$ cat config.mk
export PLATFORM = sky130hd
export DESIGN_NAME = id_stage_pipe
export DESIGN_NICKNAME = d
export VERILOG_FILES = /design/src/rtl/id_stage_pipe.sv
export SDC_FILE = /design/constraint.sdc
export NUM_CORES = 2
export LEC_CHECK = 0
export CAP_MARGIN = 5
export CORE_MARGIN = 5
export CORE_UTILIZATION = 55
export CTS_CLUSTER_DIAMETER = 40
export DETAILED_ROUTE_END_ITERATION = 8
export GPL_ROUTABILITY_DRIVEN = 0
export HOLD_SLACK_MARGIN = 0.06
export PLACE_DENSITY = 0.75
export SLEW_MARGIN = 0
export SYNTH_ARGS = -nofsm -noshare
export SYNTH_HDL_FRONTEND = slang
export SYNTH_SLANG_ARGS = --single-unit
$ cat constraint.sdc
create_clock -name clk -period 3.5 [get_ports clk]
set_clock_uncertainty 0.2 [all_clocks]
set_input_delay 0.7 -clock clk [delete_from_list [all_inputs] [get_ports clk]]
set_output_delay 0.7 -clock clk [all_outputs]
set_load 0.005 [all_outputs]
$ cat src/rtl/id_stage_pipe.sv
// Instruction-decode stage: destination select, immediate extension, register-file
// read with writeback bypass, load-use stall, flush and a registered ID/EX slot.
module id_stage_pipe #(
    parameter int DATA_W     = 32,
    parameter int REG_ADDR_W = 5,
    parameter int SIG_W      = 32,
    parameter int LINK_REG   = 31,
    parameter int REGDST_BIT = 0,
    parameter int JAL_BIT    = 13,
    parameter int ZEXT_BIT   = 14
) (
    input  logic                  clk,
    input  logic                  rst,
    input  logic                  in_valid,
    output logic                  in_ready,
    input  logic [31:0]           in_pc,
    input  logic [31:0]           in_ir,
    input  logic [SIG_W-1:0]      in_signal,
    input  logic                  flush,
    input  logic                  wb_we,
    input  logic [REG_ADDR_W-1:0] wb_addr,
    input  logic [DATA_W-1:0]     wb_data,
    input  logic                  ex_load,
    input  logic [REG_ADDR_W-1:0] ex_dst,
    output logic                  hazard,
    output logic                  out_valid,
    input  logic                  out_ready,
    output logic [31:0]           out_pc,
    output logic [31:0]           out_ir,
    output logic [SIG_W-1:0]      out_signal,
    output logic [REG_ADDR_W-1:0] out_dst,
    output logic [REG_ADDR_W-1:0] out_r1_pos,
    output logic [REG_ADDR_W-1:0] out_r2_pos,
    output logic [DATA_W-1:0]     out_ext,
    output logic [DATA_W-1:0]     out_r1,
    output logic [DATA_W-1:0]     out_r2,
    output logic [DATA_W-1:0]     dbg_v0,
    output logic [DATA_W-1:0]     dbg_a0
);
    localparam int NREG = 1 << REG_ADDR_W;

    logic [DATA_W-1:0]     regs [NREG];
    logic                  wb_hit;
    logic [REG_ADDR_W-1:0] r1_pos, r2_pos, dst;
    logic [DATA_W-1:0]     ext, r1_val, r2_val;
    logic                  adv;

    function automatic logic [DATA_W-1:0] rf_read(input logic [REG_ADDR_W-1:0] addr);
        if (addr == '0)
            return '0;
        else if (wb_hit && wb_addr == addr)
            return wb_data;
        else
            return regs[addr];
    endfunction

    assign wb_hit = wb_we && (wb_addr != '0);

    always_comb begin
        r1_pos = in_ir[25:21];
        r2_pos = in_ir[20:16];
        if (in_signal[JAL_BIT])
            dst = REG_ADDR_W'(LINK_REG);
        else if (in_signal[REGDST_BIT])
            dst = in_ir[15:11];
        else
            dst = in_ir[20:16];
        if (in_signal[ZEXT_BIT])
            ext = {{(DATA_W-16){1'b0}}, in_ir[15:0]};
        else
            ext = {{(DATA_W-16){in_ir[15]}}, in_ir[15:0]};
        r1_val = rf_read(r1_pos);
        r2_val = rf_read(r2_pos);
        dbg_v0 = rf_read(REG_ADDR_W'(2));
        dbg_a0 = rf_read(REG_ADDR_W'(4));
    end

    // Handshake: a transfer happens on an edge where valid and ready are both high;
    // a valid producer keeps its payload stable until then. Flush always consumes.
    assign hazard   = in_valid && ex_load && (ex_dst != '0) &&
                      ((ex_dst == r1_pos) || (ex_dst == r2_pos));
    assign adv      = !out_valid || out_ready;
    assign in_ready = flush || (adv && !hazard);

    always_ff @(posedge clk) begin
        if (rst) begin
            for (int i = 0; i < NREG; i++)
                regs[i] <= '0;
        end else if (wb_hit) begin
            regs[wb_addr] <= wb_data;
        end
    end

    always_ff @(posedge clk) begin
        if (rst) begin
            out_valid  <= 1'b0;
            out_pc     <= '0;
            out_ir     <= '0;
            out_signal <= '0;
            out_dst    <= '0;
            out_r1_pos <= '0;
            out_r2_pos <= '0;
            out_ext    <= '0;
            out_r1     <= '0;
            out_r2     <= '0;
        end else if (flush) begin
            out_valid <= 1'b0;
        end else if (adv && hazard) begin
            out_valid <= 1'b0;
        end else if (adv) begin
            out_valid  <= in_valid;
            out_pc     <= in_pc;
            out_ir     <= in_ir;
            out_signal <= in_signal;
            out_dst    <= dst;
            out_r1_pos <= r1_pos;
            out_r2_pos <= r2_pos;
            out_ext    <= ext;
            out_r1     <= r1_val;
            out_r2     <= r2_val;
        end else begin
            // Held operands track writebacks that land while EX is stalled.
            if (wb_hit && wb_addr == out_r1_pos)
                out_r1 <= wb_data;
            if (wb_hit && wb_addr == out_r2_pos)
                out_r2 <= wb_data;
        end
    end
endmodule

Yosys cells after proc, flatten, opt, wreduce, memory -nomap -nowiden
Memory sizes are Yosys's and may differ from the RTL's. Index checks and enable logic that the tools add are counted.

Equality and inequality tests: 8. Muxes and demuxes: 21. Bitwise gates (word level): 2. Reductions and logical operators: 28.

Operators by type and width (number): 32-bit 2-to-1 mux (12); 32-bit OR reduction (1); 5-bit equality test (6); 5-bit 2-to-1 mux (3); 1-bit logical AND (12); 5-bit logical NOT (2); 5-bit nonzero test (2); 3-bit AND reduction (3); 1-bit 2-to-1 mux (6); 5-bit by 2-bit equality test with 1-bit output, second input constant (1); 5-bit by 3-bit equality test with 1-bit output, second input constant (1); 2-bit nonzero test (2); 1-bit logical OR (3); 3-bit OR reduction (1); 1-bit logical NOT (2); 1-bit NOT (2).

Register bits: 208. Bits in writable memories: 1024. Input port bits: 145. Output and inout port bits: 274. Memories kept: 1.

Memories: regs (depth 32, width 32, read ports 4, clocked after Yosys merged registers in 0, wr ports 32, RTL line 42) `logic [DATA_W-1:0] regs [NREG];`.

Longest topological paths before layout
Word-level depth: 7. Depth in mapped cells: 11. Mapped depth without buffers: 6.

Worst setup path after synthesis
No wires, ideal clock.

Path type: input to output. From: input wb_we. To: output dbg_a0[3]. Arrival time: 2.138 ns. Required time: 2.600 ns. Slack: 0.462 ns. Cell stages on the path: 6. Buffers on the path: 3. Path through: buf_2 > inv_1 > or4_1 > clkbuf_1 > buf_1 > mux2_1.

Cells in the longest elaborated chain, start to end: 3.

RTL lines: start, declared (RTL line 20) `input logic wb_we,`; 1-bit logical AND (RTL line 57) `assign wb_hit = wb_we && (wb_addr != '0);`; 1-bit logical AND (RTL line 51) `else if (wb_hit && wb_addr == addr)`; 32-bit 2-to-1 mux (RTL line 51); end, declared (RTL line 38) `output logic [DATA_W-1:0] dbg_a0`.

No other way between the ends.

Final worst setup path
From: input wb_addr[1]. To: output dbg_a0[8].

Cells in the longest elaborated chain, start to end: 4.

RTL lines: start, declared (RTL line 21) `input logic [REG_ADDR_W-1:0] wb_addr,`; 5-bit nonzero test (RTL line 57); 1-bit logical AND (RTL line 57); 1-bit logical AND (*) (RTL line 51); 32-bit 2-to-1 mux (*) (RTL line 51).

Mark *: on every way between the ends. The rest lies on a longest branch, timed or not.

==> run summary <==
Drt total wl = 220500 um
Seq/Total Area, Yosys = 0.5483
Worst-skew pair later-pin latency = 0.77 ns
Hold-fix buffer count after cts = 0
Layout cells sized above 1 = 0.2234
Antenna violations before repair = 12
Final setup vio count = 0
Crit-path most repeated cell = dlygate4sd2_1
TritonCTS clock tree = built
Core area = 112300 um^2
Sink Count = 1191
R2r startpoint = out_valid$_SDFFE_PP0N_
Critical Path Fanout Max = 5
Slew headroom = 0.3476
Peak VDD IR = 0.0005406 V
Register area = 34090 um^2
Post-synth EDFFs = 1024
Multi-input gate area in the final layout = 25770 um^2
Yosys warns = 0
I/O pin cnt = 419
Startpoint Class = input pin
Power Density = 499.6 nW/um^2
Worst r2r dst = out_r2[7]$_SDFFE_PP0P_
Htree depth = 4
Post-route DRC = 0
Clock tree buffer depth = 3
Non-Filler Instances = 6671
Gr ovfl total = 0
Most frequent cells in the layout = edfxtp_1, and2_1, mux4_2
HP Class = register to register
Via density = 6.780
CP Cell Sequence = dlygate4sd2_1 -> or4_4 -> buf_16 -> buf_6 -> mux2_2 -> dlygate4sd2_1
Cell count of the worst reg-to-reg path = 7
Fill cells = 7775
Worst setup path class = input pin to output port
Top FF cell, synth = edfxtp_1
Final setup margin = 0.03583 ns
Row cnt = 123
Routed wire per std cell = 33.05 um
Worst Tran Pin Value = 0.9786 ns
RSZ-0062 raised after global routing = no
Design Power = 37.47 mW
Crit path DAT = 2.56 ns
Die width = 346.2 um
First-pass GRT wire length = 312700 um
Status = complete, no violations
Setup crit end = dbg_a0[8]
Num CTS Buffers = 151
Setup TNS = 0 ns
Area Growth Syn to Fin = 20.62%
Setup crit end kind = output port
Clock Pin Slew Worst Setup and Hold Paths = 0.05 ns
Crit path from = wb_addr[1]
DR iter-0 viols = 6762
Synth unique cells = 55
Pins Over Slew Limit = 0
Post-DRT Antenna Nets = 0
Nets@finish = 5193
Cells after Synth = 4610
Placed insts = 6376
DP Worst Slack = -0.5145 ns
Pin count of the biggest net entering global routing = 78
Yosys reg bits = 1191
Dpl hpwl = 145100 um
Port Buf Inserts = 418
Iteration count of the initial detailed-routing pass = 6
Mapped Area = 62180 um^2
Critical Path RT = 2.60 ns
Crit path max-delay cell type = or4_4
R2r setup slk = 0.84 ns
Avg Inst Size Synth = 13.49 um^2
Pleak = 27.19 nW
Via count = 45230
Vias in the first global route = 44720
Maxcap violations = 0
Commonest non-fill, non-tap cell in the layout = edfxtp_1
Initial cell density of the core = 0.5534
CTS root buf = clkbuf_16
Die area = 119900 um^2
Final Hold Viols = 0
Tmin final = 3.464 ns
Ys async rst share = 0
Max stage delay on crit path = 0.65 ns
Fmax = 288.7 MHz
Height of the die = 346.2 um
Period utilisation layout = 0.9898
Gr usage total = 0.3590
[worst min path at each step]
stage,startpoint,end,slack [ns],depth (start not counted)
2_1_floorplan,out_ir[26]$_SDFFE_PP0P_,out_ir[26]$_SDFFE_PP0P_,0.25,2
3_3_place_gp,out_signal[31]$_SDFFE_PP0P_,out_signal[31]$_SDFFE_PP0P_,0.24,2
3_5_place_dp,out_signal[0]$_SDFFE_PP0P_,out_signal[0]$_SDFFE_PP0P_,0.25,2
4_1_cts,rst,out_r1[12]$_SDFFE_PP0P_,0.21,2
5_1_grt,rst,out_r1[12]$_SDFFE_PP0P_,0.24,2
6_report,out_ir[26]$_SDFFE_PP0P_,out_ir[26]$_SDFFE_PP0P_,0.25,2
[flip-flops by register name (all words and copies together) (netlist names)]
register / count
out_r2: 32
out_valid: 1
out_ir: 32
regs: 1024
out_signal: 32
out_ext: 1
out_pc: 32
out_dst: 5
out_r1: 32
[Yosys cell counts (all sizes together), types with 10 or more instances]
master	count	area, um^2
a22o	63	551.8
a2111o	62	698.2
nor2	119	449.2
and2	995	6225
mux4	380	8558
a21oi	99	495.5
nand4	128	800.8
mux2i	272	2723
or2	32	200.2
edfxtp	1024	30750
clkbuf	309	1160
mux2	65	731.9
o22a	64	560.5
buf	212	1481
xor2	10	87.58
dfxtp	167	3343
a22oi	65	488.0
xnor2	20	175.2
nand2	332	1249
a311oi	66	603.1
o22ai	63	394.1
[cells by family after synthesis]
logic type | after synthesis | synth area share
other cells | 1 | 0.00006031
buf+inv | 525 | 0.04272
compound gates | 502 | 0.06389
flops | 1191 | 0.5483
simple gates | 1644 | 0.1476
mux | 717 | 0.1932
xor+xnor | 30 | 0.004226
[worst max-delay path, delay by kind of cell]
family                 cells  cell delay (ns)
buffers and inverters      4             0.91
muxes                      1             0.27
and+or+nand+nor            1             0.65
[metal layers]
metal / part of all wire / global-route usage
met1: 0.34 / 0.4546
met2: 0.44 / 0.5355
met3: 0.16 / 0.1362
met4: 0.065 / 0.2011
met5: 0.00032 / 0
[timing repair]
| item | CTS | global route |
|---|---|---|
| endpoints found under the setup margin | 64 | 38 |
| cloned | 4 | 0 |
| buffers inserted | 16 | 0 |
| pin swaps | 3 | 2 |
| resized for setup | 95 | 11 |
| hold endpoints to repair | 0 | 0 |
[final cells by class]
class / instances / share of cell area
Inverter: 4 / 0.0002002
Antenna cell: 5 / 0.0001668
Timing Repair Buffer: 775 / 0.1086
Multi-Input combinational cell: 2925 / 0.3436
Clock buffer: 179 / 0.05517
Clock inverter: 92 / 0.01265
Sequential cell: 1191 / 0.4546
Tap cell: 1500 / 0.02503
[power by group]
part / total (mW) / internal (mW) / switching, mW / leakage (nW)
sequential: 16.9 / 16.2 / 0.635 / 11.1
clock: 15.8 / 9.48 / 6.30 / 2.46
combinational: 4.80 / 2.22 / 2.58 / 13.6
total: 37.5 / 27.9 / 9.52 / 27.2
[per-stage QoR]
step | util | area [um^2] | hold WS (ns)
finish | 0.6676 | 75000 | 0.2524
global route | 0.6674 | 74980 | 0.2430
CTS | 0.6675 | 74990 | 0.2093
detailed placement | 0.6203 | 69690 | 0.2462
global placement | 0.6203 | 69690 | 0.2407
floorplan | - | 62290 | 0.2527
Note: power is estimated with default switching activity, not from simulation.
